## config.mk

```make
export PLATFORM = sky130hd
export DESIGN_NAME = env_gen_multi
export DESIGN_NICKNAME = d
export VERILOG_FILES = /design/src/rtl/env_gen_multi.sv
export SDC_FILE = /design/constraint.sdc
export NUM_CORES = 1
export LEC_CHECK = 0
export ABC_AREA = 1
export BUFFER_PORTS_ARGS = -buffer_cell sky130_fd_sc_hd__buf_2
export CELL_PAD_IN_SITES_DETAIL_PLACEMENT = 1
export CELL_PAD_IN_SITES_GLOBAL_PLACEMENT = 2
export CORE_UTILIZATION = 32
export CTS_BUF_LIST = sky130_fd_sc_hd__clkbuf_8
export DETAILED_ROUTE_END_ITERATION = 7
export GPL_TIMING_DRIVEN = 0
export HOLD_SLACK_MARGIN = 0.1
export PLACE_DENSITY_LB_ADDON = 0.1
export SLEW_MARGIN = 20
export SYNTH_ARGS = -nofsm -noshare
export SYNTH_HDL_FRONTEND = slang
export SYNTH_SLANG_ARGS = --single-unit
```

## constraint.sdc

```tcl
create_clock -name clk_8khz -period 3.2 [get_ports clk_8khz]
set_input_delay 0.8 -clock clk_8khz [delete_from_list [all_inputs] [get_ports clk_8khz]]
set_output_delay 0.8 -clock clk_8khz [all_outputs]
set_load 0.05 [all_outputs]
```

## src/rtl/env_gen_multi.sv

```systemverilog
// env_gen_multi: multi-channel ADSR envelope generator with hold, release and loop/wait.
// Define ENV_EXP_RELEASE_EN for an exponential release curve (step = max(1, vol>>3)).
module env_gen_multi #(
  parameter int NUM_CH = 4,
  parameter int VOL_W = 6,
  localparam int CH_W = NUM_CH > 1 ? $clog2(NUM_CH) : 1
) (
  input  logic                    clk_8khz,
  input  logic                    reset_n,
  input  logic                    cfg_we,
  input  logic [CH_W-1:0]         cfg_ch,
  input  logic [1:0]              cfg_addr,
  input  logic [7:0]              cfg_data,
  input  logic [NUM_CH-1:0]       key_on,
  input  logic [NUM_CH-1:0]       key_off,
  output logic [NUM_CH*VOL_W-1:0] env_vol,
  output logic [NUM_CH-1:0]       env_busy,
  output logic [NUM_CH-1:0]       env_done
);
  typedef enum logic [2:0] {IDLE, ATTACK, DECAY, SUSTAIN, RELEASE, WAIT} state_t;
  localparam logic [VOL_W-1:0] MAX = '1;
  localparam logic [7:0] RATE [16] = '{8'd2, 8'd5, 8'd15, 8'd30, 8'd45, 8'd60, 8'd70, 8'd80,
                                       8'd90, 8'd100, 8'd110, 8'd120, 8'd140, 8'd170, 8'd200, 8'd250};
  genvar c;
  generate
    for (c = 0; c < NUM_CH; c++) begin : g_ch
      state_t state, state_nx;
      logic [13:0] cnt, cnt_nx, per;
      logic [VOL_W-1:0] vol, vol_nx, dec, rel_vol, sus_lvl;
      logic [3:0] atk, dcy, sus_t, rel;
      logic [1:0] loop_dly;
      logic loop_en, hold, done, done_nx, we, step;
      assign we = cfg_we && cfg_ch == CH_W'(c);
      assign per = state == ATTACK  ? 14'(RATE[atk]) :
                   state == DECAY   ? {RATE[dcy], 6'd0} :
                   state == SUSTAIN ? {RATE[sus_t], 6'd0} :
                   state == WAIT    ? {RATE[{loop_dly, 2'b00}], 6'd0} : 14'(RATE[rel]);
      assign step = state != IDLE && cnt == per - 14'd1;
`ifdef ENV_EXP_RELEASE_EN
      assign dec = vol[VOL_W-1:3] == '0 ? VOL_W'(1) : VOL_W'(vol >> 3);
`else
      assign dec = VOL_W'(1);
`endif
      assign rel_vol = vol > dec ? vol - dec : '0;
      // key events take priority over a coinciding step
      always_comb begin
        state_nx = state;
        vol_nx = vol;
        done_nx = 1'b0;
        if (key_on[c]) state_nx = ATTACK;
        else if (key_off[c] && (state == ATTACK || state == DECAY || state == SUSTAIN)) state_nx = RELEASE;
        else if (step)
          case (state)
            ATTACK:  if (vol == MAX) state_nx = DECAY; else vol_nx = vol + 1'b1;
            DECAY:   if (vol > sus_lvl) vol_nx = vol - 1'b1; else state_nx = SUSTAIN;
            SUSTAIN: if (!hold) state_nx = RELEASE;
            RELEASE: begin
              vol_nx = rel_vol;
              done_nx = rel_vol == '0;
              if (rel_vol == '0) state_nx = loop_en ? WAIT : IDLE;
            end
            WAIT:    state_nx = ATTACK;
            default: ;
          endcase
        cnt_nx = (key_on[c] || step || state_nx != state || state_nx == IDLE) ? '0 : cnt + 1'b1;
      end
      always_ff @(posedge clk_8khz) begin
        if (!reset_n) begin
          state <= IDLE;
          cnt <= '0;
          vol <= '0;
          done <= 1'b0;
          sus_lvl <= '0;
          {atk, dcy, sus_t, rel} <= '0;
          {loop_en, loop_dly, hold} <= '0;
        end else begin
          state <= state_nx;
          cnt <= cnt_nx;
          vol <= vol_nx;
          done <= done_nx;
          if (we && cfg_addr == 2'd0) sus_lvl <= cfg_data[7 -: VOL_W];
          if (we && cfg_addr == 2'd1) {atk, dcy} <= cfg_data;
          if (we && cfg_addr == 2'd2) {sus_t, rel} <= cfg_data;
          if (we && cfg_addr == 2'd3) {loop_en, loop_dly, hold} <= cfg_data[7:4];
        end
      end
      assign env_vol[c*VOL_W +: VOL_W] = vol;
      assign env_busy[c] = state != IDLE;
      assign env_done[c] = done;
    end
  endgenerate
endmodule

```

# Word level (Yosys, flattened, before mapping)
# Memories as Yosys holds them, arrays and structs flattened.
# Cells that the tools add are included.
# W data, S select, Z words.
[classes]
addsub = 16
magnitude_cmp = 28
n_eq_ne = 46
n_mux = 108
bitwise_logic = 37
reduce_logical = 78
[op_table]
columns = ["op", "n"]
rows = [
  ["$mux W8", 40],
  ["$mux W14", 16],
  ["$ge A5 B5 Y1 const B", 20],
  ["$not A4 Y5", 20],
  ["$mux W3", 32],
  ["$mux W6", 12],
  ["$pmux W6 S3", 4],
  ["$pmux W3 S5", 4],
  ["$add A14 B1 Y14 const B", 4],
  ["$eq A14 B14 Y1", 4],
  ["$sub A14 B1 Y14 const B", 4],
  ["$logic_and A1 B1 Y1", 28],
  ["$add A6 B1 Y6 const B", 4],
  ["$eq A3 B2 Y1 const B", 8],
  ["$eq A3 B3 Y1 const B", 8],
  ["$eq A6 B6 Y1 const B", 4],
  ["$gt A6 B1 Y1 const B", 4],
  ["$gt A6 B6 Y1", 4],
  ["$logic_not A6 Y1", 4],
  ["$reduce_and A6 Y1", 4],
  ["$reduce_bool A3 Y1", 8],
  ["$sub A6 B1 Y6 const B", 4],
  ["$logic_or A1 B1 Y1", 20],
  ["$reduce_or A5 Y1", 4],
  ["other kinds (10)", 49],
]
[word_totals]
register_bits = 200
rom_bits = 2560
out_inout_bits = 32
elab_cells = 381
mem_count = 20
[memory_table]
columns = ["memory", "words", "width", "read_ports", "rd_clocked_by_memory_dff", "write_ports", "line", "source"]
rows = [
  ["(name not given)", 16, 8, 1, 0, 0, "37", "state == WAIT ? {RATE[{loop_dly, 2'b00}], 6'd0} : 14'(RATE[rel]);"],
  ["(name not given)", 16, 8, 1, 0, 0, "37", ""],
  ["(name not given)", 16, 8, 1, 0, 0, "36", "state == SUSTAIN ? {RATE[sus_t], 6'd0} :"],
  ["(name not given)", 16, 8, 1, 0, 0, "35", "state == DECAY ? {RATE[dcy], 6'd0} :"],
  ["(name not given)", 16, 8, 1, 0, 0, "34", "assign per = state == ATTACK ? 14'(RATE[atk]) :"],
  ["(name not given)", 16, 8, 1, 0, 0, "37", ""],
  ["14 more memories", "n/a", "n/a", "n/a", "n/a", "n/a", "n/a", ""],
]

# Depth between registers and ports, before layout
# Gate-level depths: netlist of the first run.
[logic_depth]
ltp_word = 18
depth_mapped = 33
mapped_depth_nobuf = 32

# Least setup slack after synthesis of the first run
# No wires, ideal clock.
[synth_timing]
kind = "register to register"
from = "register g_ch[0].rel[0]"
to = "register g_ch[0].cnt[12]"
setup_ps = 117
t_arrival_ps = 3176
required_time_ps = 3083
slack_ps = -93
stages_incl_launch_ff = 29
synth_period_minus_slack_ps = 3293
path_cell_list = "dfxtp_1 -> inv_1 -> ha_1 -> nand2_1 -> nand2_1 -> nand3_1 -> and2_0 -> buf_4 -> ha_1 -> xnor2_1 -> nor2_1 -> nand2_1 -> nor2_1 -> nand3_1 -> a21oi_1 -> nand2_1 -> nor2_1 -> nand3_1 -> nor2_1 -> nand2_2 -> nand2_1 -> nand3_1 -> nand2_1 -> nand2_1 -> nand2_1 -> nand2_1 -> nand2_2 -> buf_6 -> nor2_2"
[synth_via]
elab_chain_len = 18
[synth_lines]
columns = ["element", "line", "source"]
rows = [
  ["start: declaration", "30", "logic [3:0] atk, dcy, sus_t, rel;"],
  ["start signal: assignment", "83", "if (we && cfg_addr == 2'd2) {sus_t, rel} <= cfg_data;"],
  ["$not A4 Y5 (not written as such) (*)", "37", ""],
  ["$mem_v2 Z16 W8 (*)", "n/a", ""],
  ["$mux W8 (not written as such) (*) (2 in a row)", "37", ""],
  ["$mux W14 (*)", "37", ""],
  ["$mux W14 (*)", "36", ""],
  ["$mux W14 (*)", "35", ""],
  ["$mux W14 (*)", "34", ""],
  ["$sub A14 B1 Y14 (*)", "38", "assign step = state != IDLE && cnt == per - 14'd1;"],
  ["$eq A14 B14 Y1 (*)", "38", ""],
  ["$logic_and A1 B1 Y1 (*)", "38", ""],
  ["$mux W3", "52", "else if (step)"],
  ["$mux W3", "51", "else if (key_off[c] && (state == ATTACK || state == DECAY || state == SUSTAIN)) state_nx = RELEASE;"],
  ["$mux W3", "50", "if (key_on[c]) state_nx = ATTACK;"],
  ["$ne A3 B3 Y1", "65", "cnt_nx = (key_on[c] || step || state_nx != state || state_nx == IDLE) ? '0 : cnt + 1'b1;"],
  ["$logic_or A1 B1 Y1", "65", ""],
  ["$logic_or A1 B1 Y1 (*)", "65", ""],
  ["$reduce_or A2 Y1 (no line) (*)", "n/a", ""],
  ["end signal: assignment", "78", "cnt <= cnt_nx;"],
  ["end: declaration", "28", "logic [13:0] cnt, cnt_nx, per;"],
]
# Every way passes the cells marked *; elsewhere a longest branch is shown, timed or not. The select of a mux whose other input is x is not followed.
# A chain may end at the register's enable or synchronous reset.

# Final worst setup path of the first run
[layout_timing]
from = "register g_ch[0].atk[0]"
to = "register g_ch[0].cnt[12]"
[layout_via]
elab_chain_len = 15
[layout_lines]
columns = ["element", "line", "source"]
rows = [
  ["start: declaration", "30", ""],
  ["start signal: assignment", "82", "if (we && cfg_addr == 2'd1) {atk, dcy} <= cfg_data;"],
  ["$not A4 Y5 (not written as such) (*)", "34", ""],
  ["$mem_v2 Z16 W8 (*)", "n/a", ""],
  ["$mux W8 (not written as such) (*) (2 in a row)", "34", ""],
  ["$mux W14 (*)", "34", ""],
  ["$sub A14 B1 Y14 (*)", "38", ""],
  ["$eq A14 B14 Y1 (*)", "38", ""],
  ["$logic_and A1 B1 Y1 (*)", "38", ""],
  ["$mux W3", "52", ""],
  ["$mux W3", "51", ""],
  ["$mux W3", "50", ""],
  ["$ne A3 B3 Y1", "65", ""],
  ["$logic_or A1 B1 Y1", "65", ""],
  ["$logic_or A1 B1 Y1 (*)", "65", ""],
  ["$reduce_or A2 Y1 (no line) (*)", "n/a", ""],
]
# Marks and branches as above.

==> metrics.csv, run 1 <==
stage,metric,value,unit
status,status,"finished, violations left",
status,failing checks,setup timing,
worst_setup_path,endpoint of the most critical setup path,g_ch[0].cnt[12],
worst_setup_path,Worst Setup End Kind,flip-flop,
detailed_routing,DRC Markers,0,
clock_network,CTS Buf Count,17,
floorplan,Starting Density,0.325,
worst_setup_path,Crit path top cell by count,nand2_1,
timing,Final period util,1.12,
worst_setup_path,Crit-path slowest cell,dfxtp_4,
timing,FMAX,279,MHz
worst_setup_path,CP peak stage delay,0.39,ns
synth,synth unique cells,59,
pwr,LEAKAGE,10.1,nW
clock_network,Worst-path clk slew,0.13,ns
worst_setup_path,R2R setup slack,-0.38,ns
clock_network,clock sink total,200,
detailed_routing,DR vias,18956,
worst_setup_path,worst-path fanout max,5,
synth,Synth Flop Type,dfxtp_1,
global_routing,vias in the first global route,19464,
synth,cell count after synthesis,2847,
global_routing,initial antenna violation count,4,
global_routing,GR Overflow Total,0,
detailed_routing,first drt pass iteration count,5,
timing,Slew Limit Fails,0,
cells_and_area,fillers,7055,
clock_network,Root Buffer,clkbuf_8,
pwr,Peak VDD IR,0.337,mV
clock_network,H-tree depth,4,
detailed_routing,WL/cell,16.8,um
cells_and_area,area of the multi-input gates,13000,um2
detailed_routing,via/cell ratio,5.01,
worst_setup_path,r2r startpoint,g_ch[0].atk[0],
detailed_routing,drt total wl,63.7,mm
synth,"FF+latch count, synth",200,
timing,setup violators final,64,
timing,worst slew pin tran,1.16,ns
clock_network,Worst-Skew Late Latency,0.59,ns
worst_setup_path,CP Launch Type,flip-flop,
floorplan,CORE AREA,54000,um2
global_routing,pin count of the biggest net entering global routing,20,
worst_setup_path,worst path arrival time,4.07,ns
synth,Post-synth EDFFs,0,
clock_network,Max Buffers Root-to-Sink,2,
floorplan,die width,236,um
synth,post-synthesis cell area,17500,um2
synth,"Avg Cell Area, Syn",6.16,um2
synth,"FFs w/ async S/R, synth",0,
place,HPWL Detailed,47.8,mm
cells_and_area,"commonest cells after routing, fill and taps aside","nand2_1 (663), inv_1 (330), nand3_1 (272)",
pwr,Overall Power,5.95,mW
global_routing,first-pass GRT wire length,102,mm
timing,Rel. slew slack,0.229,
cells_and_area,"commonest non-fill, non-tap cell in the layout",nand2_1,
floorplan,io pins,55,
cells_and_area,Nets,3248,
synth,sequential share of the synthesized area,0.228,
floorplan,Die Ht,236,um
cells_and_area,share of layout cells above drive strength 1,0.245,
worst_setup_path,worst endpoint required time,3.68,ns
worst_setup_path,R2R depth,32,
timing,min cycle time layout,3.58,ns
worst_setup_path,crit path kind,reg2reg,
detailed_routing,DRT antenna net count,0,
timing,Setup WS post-layout,-0.383,ns
synth,Syn. warnings,0,
cells_and_area,Reg area,4130,um2
clock_network,CTS tree,done,
place,Port Buffer Count,53,
hold_path,Hold Path Class,reg2reg,
pwr,Pwr per Cell Area,268,nW/um2
worst_setup_path,Critical path origin,g_ch[0].atk[0],
place,Final GP Congestion,0.845,
timing,Hold Fails Final Rpt,0,
cells_and_area,Layout area overhead,26.3,%
detailed_routing,1st-iter DRT viols,804,
floorplan,die area,55700,um2
synth,syn nets,3022,
timing,unrepaired setup endpoints after global routing,true,
global_routing,All-Layer GR Usage,0.226,
timing,hold slack,0.468,ns
floorplan,Core Rows,85,
worst_setup_path,r2r endpoint,g_ch[0].cnt[12],
clock_network,cts hold-fix bufs,0,
run,Max Cap Viol,0,
timing,Final Skew,0.0272,ns
-- cells in the mapped netlist, types with 16 or more instances --
cell | count | share of area
clkbuf_1 | 42 | 0.0090
nand3_2 | 16 | 0.0091
nor2_2 | 59 | 0.021
xor2_1 | 62 | 0.031
nor3_1 | 29 | 0.0083
inv_1 | 378 | 0.081
nand2_1 | 741 | 0.16
ha_1 | 152 | 0.11
nand3_1 | 311 | 0.089
inv_2 | 25 | 0.0054
nor2_1 | 262 | 0.056
nand2_2 | 20 | 0.0071
nand4_1 | 36 | 0.013
a21oi_1 | 148 | 0.042
o21ai_0 | 189 | 0.054
dfxtp_1 | 200 | 0.23
o211ai_1 | 19 | 0.0081
-- worst max-delay path, delay by kind of cell (launching register included) --
family	cells	cell delay, ns
compound gates	3	0.51
flops	1	0.39
fa+ha+maj	2	0.28
simple gates	21	1.79
buf+inv	6	0.50
-- cell families after synthesis --
| family | after synthesis | synth area share |
|---|---|---|
| fa+ha+maj | 152 | 0.108 |
| compound gates | 412 | 0.130 |
| simple gates | 1521 | 0.384 |
| buf+inv | 484 | 0.110 |
| xor+xnor | 78 | 0.0394 |
| flops | 200 | 0.228 |
-- per-stage QoR --
| stage | instances | setup slack (ns) | instance area (um2) | setup TNS (ns) | util |
|---|---|---|---|---|---|
| after floorplan | 2847 | 0.000608 | 17500 | 0 | - |
| after global placement | 3596 | -0.744 | 18700 | -48.10 | 0.346 |
| after detailed placement | 3596 | -0.838 | 18700 | -54.74 | 0.346 |
| after CTS | 3740 | -0.362 | 20900 | -13.27 | 0.388 |
| after global routing | 3783 | -0.675 | 22100 | -30.31 | 0.410 |
| final | 3784 | -0.383 | 22200 | -9.96 | 0.410 |
-- area by class of cell --
| class | instances | area share |
|---|---|---|
| clock buffer | 17 | 0.0106 |
| buffer | 69 | 0.0194 |
| sequential | 200 | 0.186 |
| clock inverter | 15 | 0.00700 |
| antenna | 2 | 0.000226 |
| inverter | 410 | 0.0743 |
| tap | 696 | 0.0393 |
| multi-input combinational | 2163 | 0.586 |
| timing repair buffer | 212 | 0.0765 |
-- power by group --
part	total, mW	switching [mW]	internal (mW)
sequential	2.57	0.0515	2.51
combinational	1.58	1.01	0.576
clock	1.80	1.15	0.649
total	5.95	2.21	3.74
-- repair_timing --
item | CTS | global route
setup buffers | 108 | 55
cloned | 6 | 0
pin swaps | 109 | 120
resized for setup | 296 | 268
setup endpoints to repair | 96 | 93
endpoints found under the hold margin | 0 | 0
-- flip-flops by register name (all words and copies together), names as in the netlist --
register,count
g_ch.cnt,56
g_ch.rel,16
g_ch.loop_en,4
g_ch.loop_dly,8
g_ch.vol,24
g_ch.sus_t,16
g_ch.hold,4
g_ch.done,4
g_ch.atk,16
g_ch.dcy,16
g_ch.state,12
g_ch.sus_lvl,24
-- worst min path at each step --
stage / end / cells after the start / slack [ns] / start
floorplan: g_ch[0].cnt[0] / 1 / 0.43 / g_ch[0].cnt[0]
global placement: g_ch[0].cnt[0] / 1 / 0.45 / g_ch[0].cnt[0]
detailed placement: g_ch[2].sus_lvl[4] / 2 / 0.45 / g_ch[2].sus_lvl[4]
CTS: g_ch[3].state[2] / 4 / 0.45 / key_on[3]
global route: g_ch[3].sus_lvl[5] / 2 / 0.49 / g_ch[3].sus_lvl[5]
finish: g_ch[2].sus_lvl[4] / 2 / 0.47 / g_ch[2].sus_lvl[4]
-- per-layer routing --
metal  GRT usage  vias to the layer above  routed length (um)
met5           0                        -                  12
met3      0.0249                       58                1520
met2       0.377                      196               29900
li1            -                     9629                   -
met4      0.0650                        2                1060
met1       0.306                     9071               31300
(Power assumes the default switching activity.)
==> run 2, diff against run 1 <==
--- a/config.mk
+++ b/config.mk
@@ -10,11 +10,12 @@
 export CELL_PAD_IN_SITES_DETAIL_PLACEMENT = 1
 export CELL_PAD_IN_SITES_GLOBAL_PLACEMENT = 2
 export CORE_UTILIZATION = 32
-export CTS_BUF_LIST = sky130_fd_sc_hd__clkbuf_8
+export CTS_BUF_LIST = sky130_fd_sc_hd__clkbuf_4
 export DETAILED_ROUTE_END_ITERATION = 7
 export GPL_TIMING_DRIVEN = 0
 export HOLD_SLACK_MARGIN = 0.1
 export PLACE_DENSITY_LB_ADDON = 0.1
+export SKIP_LAST_GASP = 1
 export SLEW_MARGIN = 20
 export SYNTH_ARGS = -nofsm -noshare
 export SYNTH_HDL_FRONTEND = slang
==> run 2 against run 1 <==
- the run still ends with setup timing left
- clock power shrank 14%
- sequential share of layout area rose by 0.45 points
- routed wire length decreased by 1.5%
- largest power group unchanged
- final cell count shrank 0.95%
- sequential power barely moved
- flip-flop and latch count stayed put
- clock-buffer cell count grew 1
- cell area shrank 2.7%
- fmax up 0.21%
- first-iteration DRC count increased by 8.1%
- utilization down 1.1 points
- hold slack got worse by 0.13 ns
==> metrics.csv, run 2 (synthesis results as in run 1) <==
stage,metric,value,unit,change
cells_and_area,"commonest cells after routing, fill and taps aside","nand2_1 (668), inv_1 (339), nand3_1 (275)",,"was nand2_1 (663), inv_1 (330), nand3_1 (272)"
cells_and_area,"commonest non-fill, non-tap cell in the layout",nand2_1,,unchanged
worst_setup_path,worst path arrival time,4.29,ns,was 4.07 ns
worst_setup_path,Crit path max-delay family,simple AND/OR/NAND/NOR gates,,unchanged
timing,Setup WS post-layout,-0.376,ns,was -0.383 ns
cells_and_area,post-route cell area,21600,um2,was 22200 um2
floorplan,CORE AREA,54000,um2,unchanged
clock_network,Worst-path clk slew,0.21,ns,was 0.13 ns
place,Port Buffer Count,53,,unchanged
floorplan,Die Ht,236,um,unchanged
place,HPWL Detailed,47.8,mm,unchanged
detailed_routing,DR vias,18682,,was 18956
detailed_routing,via/cell ratio,4.98,,was 5.01
timing,min cycle time layout,3.58,ns,about the same
clock_network,CTS tree,done,,unchanged
place,placed instance area,18700,um2,unchanged
worst_setup_path,CP peak stage delay,0.41,ns,was 0.39 ns
clock_network,cts hold-fix bufs,0,,unchanged
timing,Hold Fails Final Rpt,0,,unchanged
place,Final GP Congestion,0.845,,unchanged
status,status,"finished, violations left",,unchanged
pwr,Pwr per Cell Area,262,nW/um2,was 268 nW/um2
hold_path,Hold Path Class,in2reg,,was reg2reg
worst_setup_path,crit path kind,reg2reg,,unchanged
floorplan,die area,55700,um2,unchanged
global_routing,GR Overflow Total,0,,unchanged
global_routing,initial antenna violation count,5,,was 4
cells_and_area,Layout area overhead,22.9,%,was 26.3%
timing,Final period util,1.12,,about the same
global_routing,vias in the first global route,19322,,was 19464
worst_setup_path,CP Launch Type,flip-flop,,unchanged
clock_network,H-tree depth,4,,unchanged
detailed_routing,drt total wl,62.8,mm,was 63.7 mm
global_routing,pin count of the biggest net entering global routing,20,,unchanged
detailed_routing,DRT antenna net count,0,,unchanged
clock_network,CTS Buf Count,17,,unchanged
run,Max Cap Viol,0,,unchanged
cells_and_area,share of layout cells above drive strength 1,0.226,,was 0.245
detailed_routing,DRC Markers,0,,unchanged
cells_and_area,max reg flops,56,,unchanged
clock_network,Max Buffers Root-to-Sink,2,,unchanged
detailed_routing,WL/cell,16.8,um,about the same
clock_network,clock sink total,200,,unchanged
pwr,LEAKAGE,9.80,nW,was 10.1 nW
clock_network,Root Buffer,clkbuf_4,,was clkbuf_8
timing,setup violators final,72,,was 64
floorplan,die width,236,um,unchanged
global_routing,All-Layer GR Usage,0.225,,was 0.226
worst_setup_path,worst-path fanout max,5,,unchanged
timing,Slew Limit Fails,0,,unchanged
pwr,Peak VDD IR,0.231,mV,was 0.337 mV
floorplan,Starting Density,0.325,,unchanged
detailed_routing,1st-iter DRT viols,869,,was 804
clock_network,Worst-Skew Late Latency,0.78,ns,was 0.59 ns
worst_setup_path,Crit path top cell by count,nand2_1,,unchanged
worst_setup_path,Crit-path slowest cell,dfxtp_4,,unchanged
worst_setup_path,worst endpoint required time,3.91,ns,was 3.68 ns
worst_setup_path,Worst Setup End Kind,flip-flop,,unchanged
worst_setup_path,CP bufs+invs,7,,was 6
detailed_routing,first drt pass iteration count,5,,unchanged
timing,FMAX,280,MHz,was 279 MHz
floorplan,io pins,55,,unchanged
timing,unrepaired setup endpoints after global routing,true,,unchanged
cells_and_area,biggest regs,"g_ch.cnt: 56 flops, g_ch.sus_lvl: 24 flops, g_ch.vol: 24 flops",,unchanged
cells_and_area,Nets,3211,,was 3248
floorplan,Core Rows,85,,unchanged
status,failing checks,setup timing,,unchanged
timing,worst slew pin tran,1.15,ns,was 1.16 ns
cells_and_area,Reg with most FFs,g_ch.cnt,,unchanged
global_routing,first-pass GRT wire length,101,mm,was 102 mm
timing,hold slack,0.338,ns,was 0.468 ns
timing,Final Skew,0.0343,ns,was 0.0272 ns
timing,Rel. slew slack,0.235,,was 0.229
## run 2: cell count changes in the layout (fill, tap and decap cells not counted), sizes merged
cell / previous run / this run
inv: 412 / 414
clkinvlp: 4 / 3
clkbuf: 60 / 64
buf: 238 / 198
clkinv: 8 / 6
diode: 2 / 3
## run 2: final timing paths
kind | cells after the start | start | end | slack (ns)
worst max-delay path | 31 | g_ch[0].atk[0] | g_ch[0].cnt[10] | -0.38
worst min-delay path | 4 | cfg_addr[0] | g_ch[0].sus_lvl[0] | 0.34
worst min register to register | 2 | g_ch[2].sus_lvl[4] | g_ch[2].sus_lvl[4] | 0.47
worst max register to register | 31 | g_ch[0].atk[0] | g_ch[0].cnt[10] | -0.38
## run 2: layout make-up
type	instances	area [um2]
clock inverter	14	151
multi-input combinational	2163	12900
tap	696	871
timing repair buffer	173	1360
antenna	3	7.51
buffer	71	423
clock buffer	18	135
inverter	410	1610
sequential	200	4110
fill	7097	32500
## run 2: power by group
part           switching (mW)  internal, mW  total (mW)
logic                   0.994         0.544        1.54
clock network            1.11         0.432        1.54
registers              0.0493          2.52        2.57
## run 2: through the flow
step	cells	worst slack, ns	TNS [ns]	total power [mW]	utilization
6_report	3748	-0.376	-13.22	5.65	0.399
5_1_grt	3747	-0.635	-33.32	6.00	0.399
4_1_cts	3721	-0.385	-17.93	5.62	0.380
3_5_place_dp	3596	-0.838	-54.74	3.84	0.346
3_3_place_gp	3596	-0.744	-48.10	3.81	0.346
2_1_floorplan	2847	0.000608	0	3.49	-
## run 2: worst min-delay path, stage by stage
cell and delay, ns:
buf_2 0.10, nor2_1 0.06, nand3_1 0.08, a21oi_1 0.06
## run 2: what timing repair did
| item | in CTS | in global routing |
|---|---|---|
| resized for setup | 239 | 254 |
| pin swaps | 78 | 112 |
| setup endpoints to repair | 97 | 96 |
| buffers inserted | 93 | 36 |
| cloned | 5 | 1 |
## run 2: layer usage
layer,track usage,up-vias,part of all wire
met3,0.0288,60,0.021
li1,-,9560,-
met1,0.305,8896,0.50
met4,0.0600,2,0.017
met5,0,-,0.00019
met2,0.372,164,0.46
